### config.mk
export PLATFORM = sky130hd
export DESIGN_NAME = input_logic
export DESIGN_NICKNAME = d
export VERILOG_FILES = /design/src/rtl/input_logic.sv
export SDC_FILE = /design/constraint.sdc
export NUM_CORES = 1
export LEC_CHECK = 0
export ABC_CLOCK_PERIOD_IN_PS = 3500
export CAP_MARGIN = 20
export CORE_ASPECT_RATIO = 2
export CORE_UTILIZATION = 30
export DETAILED_ROUTE_END_ITERATION = 8
export MAX_ROUTING_LAYER = met4
export PLACE_DENSITY = 0.51
export SETUP_SLACK_MARGIN = 0.1
export SLEW_MARGIN = 20
export SYNTH_ARGS = -nofsm -noshare
export SYNTH_HDL_FRONTEND = slang
export SYNTH_SLANG_ARGS = --single-unit
### constraint.sdc
create_clock -name clk -period 3.5 [get_ports clk]
set_clock_uncertainty 0.05 [all_clocks]
set_input_delay 0.875 -clock clk [delete_from_list [all_inputs] [get_ports clk]]
set_output_delay 0.875 -clock clk [all_outputs]
set_load 0.01 [all_outputs]
### src/rtl/input_logic.sv
// Front-panel input block: synchronizes the switches and both pushbuttons, debounces the buttons,
// and produces a one-cycle EXEC pulse that captures DIN, plus a clean PEEKb level.
`timescale 1ns/1ps

module input_logic #(
    parameter int DEBOUNCE_CYCLES = 500000,
    parameter int DATA_W          = 10
) (
    input  logic              clk,
    input  logic              rst,
    input  logic [DATA_W-1:0] SW,
    input  logic              KEY_EXEC,
    input  logic              KEY_PEEK,
    input  logic              BUSY,
    output logic [DATA_W-1:0] DIN,
    output logic              EXEC,
    output logic              PEEKb
);

    localparam int               CNT_W   = $clog2(DEBOUNCE_CYCLES + 1);
    localparam logic [CNT_W-1:0] CNT_MAX = CNT_W'(DEBOUNCE_CYCLES);
    localparam logic [CNT_W-1:0] CNT_ONE = CNT_W'(1);

    localparam int BTN_EXEC = 0;
    localparam int BTN_PEEK = 1;

    typedef enum logic [1:0] {
        IDLE        = 2'd0,
        DEB_PRESS   = 2'd1,
        PRESSED     = 2'd2,
        DEB_RELEASE = 2'd3
    } deb_state_t;

    logic [1:0]        key_meta_q;
    logic [1:0]        key_sync_q;
    logic [DATA_W-1:0] sw_meta_q;
    logic [DATA_W-1:0] sw_sync_q;

    logic [1:0]        accept;
    logic [1:0]        held;

    logic [DATA_W-1:0] din_q;
    logic [DATA_W-1:0] din_d;
    logic              exec_q;
    logic              exec_d;
    logic              peekb_q;
    logic              peekb_d;

    // Key synchronizers preset to the released level so reset never looks like a press.
    always_ff @(posedge clk or posedge rst) begin
        if (rst) begin
            key_meta_q <= 2'b11;
            key_sync_q <= 2'b11;
            sw_meta_q  <= '0;
            sw_sync_q  <= '0;
        end else begin
            key_meta_q <= {KEY_PEEK, KEY_EXEC};
            key_sync_q <= key_meta_q;
            sw_meta_q  <= SW;
            sw_sync_q  <= sw_meta_q;
        end
    end

    for (genvar b = 0; b < 2; b++) begin : g_deb
        deb_state_t       state_q;
        logic [CNT_W-1:0] cnt_q;
        logic             accept_q;

        always_ff @(posedge clk or posedge rst) begin
            if (rst) begin
                state_q  <= IDLE;
                cnt_q    <= '0;
                accept_q <= 1'b0;
            end else begin
                accept_q <= 1'b0;
                case (state_q)
                    IDLE: begin
                        if (!key_sync_q[b]) begin
                            state_q <= DEB_PRESS;
                            cnt_q   <= CNT_ONE;
                        end
                    end
                    DEB_PRESS: begin
                        if (key_sync_q[b]) begin
                            state_q <= IDLE;
                            cnt_q   <= '0;
                        end else if (cnt_q == CNT_MAX) begin
                            state_q  <= PRESSED;
                            cnt_q    <= '0;
                            accept_q <= 1'b1;
                        end else begin
                            cnt_q <= cnt_q + CNT_ONE;
                        end
                    end
                    PRESSED: begin
                        if (key_sync_q[b]) begin
                            state_q <= DEB_RELEASE;
                            cnt_q   <= CNT_ONE;
                        end
                    end
                    DEB_RELEASE: begin
                        // A short release glitch falls back to PRESSED without a new accept.
                        if (!key_sync_q[b]) begin
                            state_q <= PRESSED;
                            cnt_q   <= '0;
                        end else if (cnt_q == CNT_MAX) begin
                            state_q <= IDLE;
                            cnt_q   <= '0;
                        end else begin
                            cnt_q <= cnt_q + CNT_ONE;
                        end
                    end
                    default: begin
                        state_q <= IDLE;
                        cnt_q   <= '0;
                    end
                endcase
            end
        end

        assign accept[b] = accept_q;
        assign held[b]   = (state_q == PRESSED) || (state_q == DEB_RELEASE);
    end

    // A press accepted while BUSY is simply dropped, never held over.
    always_comb begin
        exec_d  = accept[BTN_EXEC] & ~BUSY;
        din_d   = exec_d ? sw_sync_q : din_q;
        peekb_d = ~held[BTN_PEEK];
    end

    always_ff @(posedge clk or posedge rst) begin
        if (rst) begin
            din_q   <= '0;
            exec_q  <= 1'b0;
            peekb_q <= 1'b1;
        end else begin
            din_q   <= din_d;
            exec_q  <= exec_d;
            peekb_q <= peekb_d;
        end
    end

    assign DIN   = din_q;
    assign EXEC  = exec_q;
    assign PEEKb = peekb_q;

endmodule

==> metrics.txt <==
status=completed; CP arrival=1.37 ns; leakage=0.00181 µW; RSZ-0062 raised after global routing=false; setup violators final=0; drt first pass iters=4; setup tns final=0 ns; CTS clk-pin slew, worst paths=0.06 ns; Seq/Total Area, Yosys=57.8%; gpl congestion=0.776; worst skew pair latency=0.33 ns; total power draw=2680 µW; CTS tree=built; io pins=27; Yosys top cell area share=53.9%; GR peak layer=met2; Mapped Cells=320; post-route ant nets=0; width of the die=77.6 µm; Synth Register Bits=79; Final #Nets=372; diode count=0; GR Util met2=26.0%; maxcap violations=0; Max Clk Rate=0.435 GHz; Final Hold Viols=0; Net Count, Synth=339; fin. max-slew vios=0; CP max FO=1; non-filler cells, final=498; largest net degree at the start of global routing=38; Sink Count=79; Async SR Flop Fraction=100%; crit share post-route=65.6%; Mapped Area=0.00343 mm²; Post-Route Utilization=38.2%; drt total wl=7380 µm; Placed Instances=482; number of synthesized flops with an enable pin=0; Global Route Usage Sum=14.4%; post-synthesis cell type count=49; Rows=54; Longest Clk Path Bufs=2; height of the die=153 µm; core region area=0.0110 mm²; CP bufs+invs=1; CP Capture Type=output port; top cells by area, synth=dfrtp_1, dfstp_2, nand2_1; CP max-delay cell=clkdlybuf4s50_1; Initial Util=31.2%; Mean Syn Cell Area=10.7 µm²; Port Buffers=26; initial antenna violation count=0; initial DRC count=92; total gr overflow=0; critical path class=flip-flop to output port; critical path's top delay family=buffers and inverters; DPL Wire Length=5320 µm; r2r setup slk=1.27 ns; hold-fix buffers at CTS=0; CP cell instances=clkdlybuf4s50_1; Placement Setup Slack=1.07 ns; Synth warnings=0; CTS Root Cell=clkbuf_16; vias post-DR=2,491; Slew Limit Headroom=51.1%; M3 GR Usage=2.75%; Worst EP required=2.57 ns; number of global-route vias before repair=2,579; Hold Crit Class=flip-flop to flip-flop; Worst setup SP type=flip-flop; Pwr Density=636 mW/mm²; post-cts gate resize count=0; top_reg_cell synth=dfrtp_1; routed length per instance=14.8 µm; DRC violations left=0; number of CTS-inserted buffers=9; Post-CTS Setup Bufs=0; Max stage delay on crit path=0.53 ns; worst setup margin=1.20 ns; DIE AREA=0.0119 mm²; area grow syn2layout=22.6%; via/cell ratio=5.00; most area-hungry cell type in the Yosys netlist=dfrtp_1; Worst VDD drop=0.238 mV; final worst path period need=2.30 ns; H-tree depth=3; met1 Usage GRT=14.8%; first-pass GRT wire length=12,800 µm; Worst Max-Slew Pin Slew=0.732 ns; share of layout cells above drive strength 1=14.0%
-- power breakdown --
part / leakage, µW / total (µW) / internal (µW) / switching (µW)
sequential: 0.00102 / 1050 / 988 / 62.6
combinational: 0.000620 / 580 / 200 / 380
clock: 0.000166 / 1050 / 656 / 390
-- layer usage --
layer | wire length (µm) | share of wire [%]
met1 | 2850 | 39
met5 | 0 | 0
met3 | 106 | 1.4
met4 | 138 | 1.9
met2 | 4290 | 58
-- stage by stage --
step	area [µm²]	hold slack, ns
after floorplan	3430	0.281
after global placement	3870	0.282
after detailed placement	3870	0.286
after CTS	4210	0.300
after global routing	4210	0.302
final	4210	0.298
-- kinds of logic after synthesis --
logic type / after synthesis / synth area share [%]
AND/OR/NAND/NOR: 127 / 20.1
flip-flops: 79 / 57.8
AO/OA/AOI/OAI: 64 / 11.6
buffers and inverters: 27 / 3.39
multiplexers: 14 / 4.45
XOR/XNOR: 5 / 1.28
adder cells (fa/ha/maj): 4 / 1.46
-- synthesized netlist by cell type, types with 2 or more instances --
cell type,count
a211o_1,2
a21o_1,7
a21oi_1,18
a221o_1,2
a31oi_1,4
and2_1,2
and3_1,7
and4_1,2
buf_2,2
clkbuf_1,3
dfrtp_1,74
dfstp_2,5
ha_1,4
inv_1,18
mux2_2,10
mux2i_1,4
nand2_1,32
nand3_1,22
nand4_1,10
nand4b_1,2
nor2_1,11
nor2b_1,2
nor3_1,7
nor4_1,4
o211ai_1,4
o21ai_0,19
or2_2,5
or3_1,12
or4_1,3
xnor2_1,4
-- sequential cells by signal, indices dropped and copies added, names as in the netlist, named ones only --
register	count
EXEC	1
PEEKb	1
g_deb.state_q	2
g_deb.cnt_q	38
sw_sync_q	10
DIN	10
key_meta_q	2
key_sync_q	2
g_deb.accept_q	1
sw_meta_q	10
-- placed cells by master, fill, tap and decap left out, drive strengths merged, types with 3 or more instances in the layout --
cell type	count
o211ai	4
and3	7
mux2	10
dfrtp	74
o21ai	20
buf	5
a21oi	19
nor2	11
or2	5
a21o	8
clkdlybuf4s50	26
ha	4
nand2	32
nand4	10
or3	12
nand3	22
or4	3
mux2i	4
clkbuf	10
a31oi	4
inv	20
xnor2	4
nor4	4
dfstp	5
nor3	9
-- path summary, 6_finish.rpt --
check	startpoint	endpoint	cells past startpoint
max in group asynchronous	rst	key_meta_q[0]	3
min in group asynchronous	rst	sw_sync_q[5]	2
worst max register to register	g_deb[0].cnt_q[0]	g_deb[0].cnt_q[10]	8
worst min register to register	sw_meta_q[8]	sw_sync_q[8]	0
worst max-delay path	PEEKb	PEEKb	1
worst min-delay path	sw_meta_q[8]	sw_sync_q[8]	0
-- layout make-up --
cell class	instances	area [µm²]
fill	1056	6800
clock inverter	6	97.6
timing repair buffer	31	310
tap	140	175
sequential	79	1980
multi-input combinational	214	1340
clock buffer	10	239
inverter	18	68.8
(Power assumes the default switching activity.)
